File: src/rtl/iob_gpio_in_pkg.sv
// Shared constants for the GPIO input block: register word addresses,
// default debounce width and register reset values.
package iob_gpio_in_pkg;

  localparam int unsigned DEB_W_DEF = 16;

  localparam logic [31:0] ADDR_RAW     = 32'd0;
  localparam logic [31:0] ADDR_DEB     = 32'd1;
  localparam logic [31:0] ADDR_RISE_EN = 32'd2;
  localparam logic [31:0] ADDR_FALL_EN = 32'd3;
  localparam logic [31:0] ADDR_PENDING = 32'd4;
  localparam logic [31:0] ADDR_DEB_TH  = 32'd5;

  localparam logic [31:0] EN_RST      = 32'h0000_0000;
  localparam logic [31:0] PENDING_RST = 32'h0000_0000;
  localparam logic [31:0] DEB_TH_RST  = 32'h0000_0000;

endpackage

File: src/rtl/iob_gpio_in_if.sv
// CPU native bus between a master (CPU) and the GPIO input slave.
interface iob_gpio_in_if #(
  parameter int DATA_W = 32,
  parameter int ADDR_W = 3
);
  logic                valid;
  logic [ADDR_W-1:0]   address;
  logic [DATA_W-1:0]   wdata;
  logic [DATA_W/8-1:0] wstrb;
  logic [DATA_W-1:0]   rdata;
  logic                ready;

  modport master (output valid, address, wdata, wstrb, input rdata, ready);
  modport slave  (input valid, address, wdata, wstrb, output rdata, ready);
endinterface

File: src/rtl/iob_gpio_in_deb.sv
// One input pin: two-flop synchronizer, mismatch-count debouncer, and
// edge outputs that are valid on the cycle the debounced value updates.
module iob_gpio_in_deb #(
  parameter int DEB_W = 16
) (
  input  logic             clk,
  input  logic             rst,
  input  logic             pin,
  input  logic [DEB_W-1:0] th,
  output logic             raw,
  output logic             deb,
  output logic             rise,
  output logic             fall
);

  logic             sync1_q, sync2_q;
  logic             deb_q, deb_d;
  logic [DEB_W-1:0] cnt_q, cnt_d;

  always_comb begin
    deb_d = deb_q;
    cnt_d = cnt_q;
    if (sync2_q == deb_q) begin
      cnt_d = '0;
    end else if (cnt_q >= th) begin
      deb_d = sync2_q;
      cnt_d = '0;
    end else if (cnt_q != '1) begin
      cnt_d = cnt_q + 1'b1;
    end
  end

  always_ff @(posedge clk or posedge rst) begin
    if (rst) begin
      sync1_q <= 1'b0;
      sync2_q <= 1'b0;
      deb_q   <= 1'b0;
      cnt_q   <= '0;
    end else begin
      sync1_q <= pin;
      sync2_q <= sync1_q;
      deb_q   <= deb_d;
      cnt_q   <= cnt_d;
    end
  end

  // Edges come from the next-state so pending can latch on the same edge as deb.
  assign rise = deb_d & ~deb_q;
  assign fall = ~deb_d & deb_q;
  assign raw  = sync2_q;
  assign deb  = deb_q;

endmodule

File: src/rtl/iob_gpio_in.sv
// GPIO input peripheral: per-pin debounce instances plus the bus register
// file, edge enables, write-1-to-clear pending latch and level interrupt.
module iob_gpio_in
  import iob_gpio_in_pkg::*;
#(
  parameter int GPIO_W = 32,
  parameter int DATA_W = 32,
  parameter int ADDR_W = 3,
  parameter int DEB_W  = DEB_W_DEF
) (
  input  logic              clk,
  input  logic              rst,
  iob_gpio_in_if.slave      bus,
  input  logic [GPIO_W-1:0] gpio_input,
  output logic              gpio_irq
);

  logic [GPIO_W-1:0] raw, deb, rise, fall;
  logic [DATA_W-1:0] wmask;

  logic              ready_q, ready_d;
  logic [DATA_W-1:0] rdata_q, rdata_d;
  logic [GPIO_W-1:0] rise_en_q, rise_en_d;
  logic [GPIO_W-1:0] fall_en_q, fall_en_d;
  logic [GPIO_W-1:0] pending_q, pending_d;
  logic [DEB_W-1:0]  deb_th_q, deb_th_d;
  logic              irq_q, irq_d;

  logic              req, wr, rd;
  logic [31:0]       addr_w;
  logic [DATA_W-1:0] rise_merge, fall_merge, th_merge, w1c_bits;
  logic              unused_bits;

  genvar gi;
  generate
    for (gi = 0; gi < GPIO_W; gi++) begin : g_pin
      iob_gpio_in_deb #(.DEB_W(DEB_W)) u_deb (
        .clk  (clk),
        .rst  (rst),
        .pin  (gpio_input[gi]),
        .th   (deb_th_q),
        .raw  (raw[gi]),
        .deb  (deb[gi]),
        .rise (rise[gi]),
        .fall (fall[gi])
      );
    end
    for (gi = 0; gi < DATA_W/8; gi++) begin : g_lane
      assign wmask[8*gi +: 8] = {8{bus.wstrb[gi]}};
    end
  endgenerate

  // A request is accepted only when no ack is outstanding, so a held valid
  // becomes a new request every second cycle.
  always_comb begin
    req    = bus.valid & ~ready_q;
    wr     = req & (|bus.wstrb);
    rd     = req & ~(|bus.wstrb);
    addr_w = 32'(bus.address);

    rise_merge = (DATA_W'(rise_en_q) & ~wmask) | (bus.wdata & wmask);
    fall_merge = (DATA_W'(fall_en_q) & ~wmask) | (bus.wdata & wmask);
    th_merge   = (DATA_W'(deb_th_q)  & ~wmask) | (bus.wdata & wmask);
    w1c_bits   = bus.wdata & wmask;

    rise_en_d = rise_en_q;
    fall_en_d = fall_en_q;
    deb_th_d  = deb_th_q;
    pending_d = pending_q;

    if (wr) begin
      case (addr_w)
        ADDR_RISE_EN: rise_en_d = GPIO_W'(rise_merge);
        ADDR_FALL_EN: fall_en_d = GPIO_W'(fall_merge);
        ADDR_DEB_TH:  deb_th_d  = DEB_W'(th_merge);
        ADDR_PENDING: pending_d = pending_q & ~GPIO_W'(w1c_bits);
        default: ;
      endcase
    end
    // New events are OR-ed after the clear so a same-cycle event survives W1C.
    pending_d = pending_d | (rise & rise_en_q) | (fall & fall_en_q);
    irq_d     = |pending_d;

    ready_d = req;
    rdata_d = '0;
    if (rd) begin
      case (addr_w)
        ADDR_RAW:     rdata_d = DATA_W'(raw);
        ADDR_DEB:     rdata_d = DATA_W'(deb);
        ADDR_RISE_EN: rdata_d = DATA_W'(rise_en_q);
        ADDR_FALL_EN: rdata_d = DATA_W'(fall_en_q);
        ADDR_PENDING: rdata_d = DATA_W'(pending_q);
        ADDR_DEB_TH:  rdata_d = DATA_W'(deb_th_q);
        default:      rdata_d = '0;
      endcase
    end
  end

  assign unused_bits = ^{rise_merge, fall_merge, th_merge, w1c_bits};

  always_ff @(posedge clk or posedge rst) begin
    if (rst) begin
      ready_q   <= 1'b0;
      rdata_q   <= '0;
      rise_en_q <= GPIO_W'(EN_RST);
      fall_en_q <= GPIO_W'(EN_RST);
      pending_q <= GPIO_W'(PENDING_RST);
      deb_th_q  <= DEB_W'(DEB_TH_RST);
      irq_q     <= 1'b0;
    end else begin
      ready_q   <= ready_d;
      rdata_q   <= rdata_d;
      rise_en_q <= rise_en_d;
      fall_en_q <= fall_en_d;
      pending_q <= pending_d;
      deb_th_q  <= deb_th_d;
      irq_q     <= irq_d;
    end
  end

  assign bus.ready = ready_q;
  assign bus.rdata = rdata_q;
  assign gpio_irq  = irq_q;

endmodule

File: src/flat_wrapper.sv
// flat-port wrapper written by rule: the top's interface ports become plain ports
module iob_gpio_in_flat import iob_gpio_in_pkg::*;
#(
  parameter int GPIO_W = 32,
  parameter int DATA_W = 32,
  parameter int ADDR_W = 3,
  parameter int DEB_W  = DEB_W_DEF
)
  (clk, rst, gpio_input, gpio_irq, bus_valid, bus_address, bus_wdata, bus_wstrb, bus_rdata, bus_ready);
  iob_gpio_in_if #(.DATA_W(DATA_W), .ADDR_W(ADDR_W)) bus_i ();
  input  logic clk;
  input  logic rst;
  input  logic [GPIO_W-1:0] gpio_input;
  output logic gpio_irq;
  input wire logic [$bits(bus_i.valid)-1:0] bus_valid;
  input wire logic [$bits(bus_i.address)-1:0] bus_address;
  input wire logic [$bits(bus_i.wdata)-1:0] bus_wdata;
  input wire logic [$bits(bus_i.wstrb)-1:0] bus_wstrb;
  output wire logic [$bits(bus_i.rdata)-1:0] bus_rdata;
  output wire logic [$bits(bus_i.ready)-1:0] bus_ready;
  assign bus_i.valid = bus_valid;
  assign bus_i.address = bus_address;
  assign bus_i.wdata = bus_wdata;
  assign bus_i.wstrb = bus_wstrb;
  assign bus_rdata = bus_i.rdata;
  assign bus_ready = bus_i.ready;
  iob_gpio_in #(.GPIO_W(GPIO_W), .DATA_W(DATA_W), .ADDR_W(ADDR_W), .DEB_W(DEB_W)) u_core (.clk(clk), .rst(rst), .bus(bus_i), .gpio_input(gpio_input), .gpio_irq(gpio_irq));
endmodule
File: config.mk
export PLATFORM = sky130hd
export DESIGN_NAME = iob_gpio_in_flat
export DESIGN_NICKNAME = d
export VERILOG_FILES = /design/src/rtl/iob_gpio_in_pkg.sv /design/src/rtl/iob_gpio_in_if.sv /design/src/rtl/iob_gpio_in_deb.sv /design/src/rtl/iob_gpio_in.sv /design/src/flat_wrapper.sv
export SDC_FILE = /design/constraint.sdc
export NUM_CORES = 2
export LEC_CHECK = 0
export ABC_AREA = 1
export CORE_ASPECT_RATIO = 1.5
export CORE_MARGIN = 4
export CORE_UTILIZATION = 55
export DETAILED_ROUTE_END_ITERATION = 8
export PLACE_DENSITY_LB_ADDON = 0.05
export RECOVER_POWER = 25
export SETUP_SLACK_MARGIN = 0.3
export SLEW_MARGIN = 0
export SYNTH_ARGS = -nofsm -noshare
export SYNTH_HDL_FRONTEND = slang
export SYNTH_SLANG_ARGS = --single-unit
File: constraint.sdc
create_clock -name clk -period 32.3 [get_ports clk]
set_clock_uncertainty 0.2 [all_clocks]
set_input_delay 6.46 -clock clk [delete_from_list [all_inputs] [get_ports clk]]
set_output_delay 6.46 -clock clk [all_outputs]
set_load 0.01 [all_outputs]
==> qor.yml <==
pin_count: 108
cts.reportedPaths.clkPinSlew_ns: 0.06
synth_area_um2: 47900
clock_latency_ns: 0.65
place.gp.congestion: 0.887
vdd_ir_drop_max_mv: 0.0456
antenna_found_initial: 12
slew_viol_final: 52
path_max_fanout: 114
final-setup-viol-count: 0
grt_max_degree: 138
grt_busiest_layer: "met2"
row_count: 132
track_usage_pct: 28.7
synth_seq_cells: 754
cts_tree: "built"
hold_path_class: "reg2reg"
use_met3_pct: 4.35
clk_path_buf_depth: 3
ys_warn_count: 0
drt_pass1_iterations: 6
period_needed_ns: 10.43
syn_area_per_cell_um2: 7.85
worst_slack_ns: 21.87
grt_pass1_vias: 41000
fillCellCount: 7779
die_area_um2: 92000
drive_gt1_share_pct: 4.28
startpoint_type: "input port"
area_delta_synth_final_pct: 11.1
die_h_um: 369
post_cts_buffers: 0
endpoint_kind: "async pin"
regArea_um2: 18900
setup.worst_path.class: "in2async"
port_buffers: 107
maxCapViolations: 3
grt-ovfl-total: 0
max_stage_delay_ns: 0.86
cpMaxStageDelayCell: "buf_4"
rsz0062_at_grt: "false"
worst_path_most_repeated_cell: "buf_4"
wl_um: 133000
layout.nets: 6879
fin_util_pct: 61.6
multi_input_area_um2: 25700
setup_tns_ns: 0
crit_chain: "clkdlybuf4s50_1, inv_8, buf_4, buf_4, buf_4, buf_4"
cts.sink_count: 754
coreArea_um2: 86400
holdBufCountCts: 0
cts_root_buf: "clkbuf_16"
initial_core_util_pct: 55.5
use_met2_pct: 50.4
status: "finished with violations"
ys_seq_area_share_pct: 39.4
finalCritPeriodShare_pct: 32.3
cts-buffers-inserted: 80
stdcell_area_um2: 53200
place_area_um2: 50500
worst_pin_slew_ns: 2.14
critPathArrivalTime_ns: 10.93
grtUsageMet1_pct: 36.2
die_x_um: 249
slew_headroom_pct: -42.6
grt_pass1_wl_um: 214000
cts_resized: 0
required_ns: 32.81
dp_hpwl_um: 91900
drc: 0
hold_viol_final: 0
synth.distinct_cells: 54
drt-initial-drc-count: 2814
pre_cts_slack_ns: 21.02
power.total_w: 0.00308
violations: "capacitance limit, slew limit"
clock.fmax_ghz: 0.0959
p_leak_nw: 25.6
cts-htree-levels: 3
netlist_instances: 6100
drtAntennaViolNets: 0
vias: 42000
viasPerCell: 5.62
wl_per_cell_um: 17.8
powerDensity_nw_per_um2: 57.8
synth_nets: 6718
layout by cell type, fill, tap and decap left out, drive strengths merged, types with 20 or more instances in the layout:
cell,n
a211oi,106
a21oi,415
a221oi,23
a31oi,70
and2,23
buf,25
clkbuf,113
clkdlybuf4s50,107
clkinv,30
dfrtp,754
ha,544
inv,821
nand2,1347
nand3,249
nand4,91
nor2,669
nor3,291
nor3b,39
nor4,49
o21ai,302
o21bai,37
o22ai,28
xnor2,20
xor2,74
cells in the mapped netlist, drive strengths merged:
| library cell | number | share of area (%) |
|---|---|---|
| inv | 816 | 6.4 |
| or2 | 12 | 0.16 |
| clkbuf | 55 | 0.43 |
| xor2 | 74 | 1.4 |
| a41oi | 4 | 0.073 |
| nand4 | 91 | 1.2 |
| and3 | 9 | 0.12 |
| o21a | 18 | 0.28 |
| o211ai | 4 | 0.063 |
| ha | 544 | 14 |
| clkinv | 5 | 0.042 |
| nand3 | 249 | 2.7 |
| nand2 | 1347 | 11 |
| nand3b | 4 | 0.063 |
| a221oi | 23 | 0.42 |
| o41ai | 1 | 0.018 |
| o211a | 11 | 0.23 |
| o21ai | 302 | 3.2 |
| a31oi | 70 | 0.91 |
| nor4 | 49 | 0.65 |
| o21bai | 37 | 0.58 |
| o221ai | 1 | 0.018 |
| a21oi | 415 | 4.3 |
| and2 | 23 | 0.30 |
| buf | 8 | 0.12 |
| nor3b | 39 | 0.66 |
| a31o | 1 | 0.018 |
| a41o | 1 | 0.021 |
| a311oi | 5 | 0.091 |
| dfrtp | 754 | 39 |
| xnor2 | 20 | 0.37 |
| o31ai | 6 | 0.094 |
| a22oi | 8 | 0.13 |
| a211oi | 106 | 1.7 |
| o22ai | 28 | 0.37 |
| nor3 | 291 | 3.3 |
| nor2 | 669 | 5.5 |
routing by layer:
metal  vias up  routed length [µm]  share of wire (%)
li1      20800                   -                  -
met1     20000               56900                 43
met2       924               64800                 49
met3       288                6580                4.9
met4        10                4990                3.7
met5         -                  71              0.053
stage by stage:
step	hold slack, ns	instances
3_5_place_dp	0.140	7318
4_1_cts	0.151	7466
3_3_place_gp	0.137	7318
5_1_grt	0.158	7467
6_report	0.149	7470
2_1_floorplan	0.131	6100
logic make-up after synthesis:
group	after synthesis	synth area share, %
and+or+nand+nor	2783	25.2
DFF	754	39.4
buffers and inverters	884	6.99
xor gates and xnor gates	94	1.72
adders and majority gates	544	14.2
AOI/OAI and AO/OA	1041	12.5
power breakdown:
part | internal (W) | switching (W) | leakage, nW
Sequential | 0.00105 | 0.000103 | 10.1
Combinational | 0.000294 | 0.000623 | 14.1
Clock | 0.000587 | 0.000417 | 1.40
path summary, 6_finish.rpt:
check                                                   to  slack [ns]                           start  depth (start not counted)
max                        u_core.g_pin[19].u_deb.cnt_q[3]       21.87                             rst                          6
min                             u_core.g_pin[18].u_deb.raw        0.15  u_core.g_pin[18].u_deb.sync1_q                          0
max reg2reg                u_core.g_pin[2].u_deb.cnt_q[10]       26.30                        register                         13
min reg2reg                     u_core.g_pin[18].u_deb.raw        0.15  u_core.g_pin[18].u_deb.sync1_q                          0
max in group clk                           u_core.gpio_irq       23.26                    bus_wstrb[1]                         13
min in group asynchronous   u_core.g_pin[9].u_deb.cnt_q[1]        6.12                             rst                          2
worst max-delay path: cells and delay by family:
family / cells / cell delay, ns
buffers and inverters: 6 / 4.19
area by class of cell:
| class | count | share of cell area (%) |
|---|---|---|
| clock inverter | 45 | 1.08 |
| tap | 1139 | 2.68 |
| antenna | 4 | 0.0188 |
| timing repair buffer | 142 | 2.46 |
| sequential | 754 | 35.4 |
| inverter | 821 | 5.81 |
| multi-input combinational | 4462 | 48.3 |
| clock buffer | 103 | 4.24 |
Note: power is estimated with default switching activity, not from simulation.
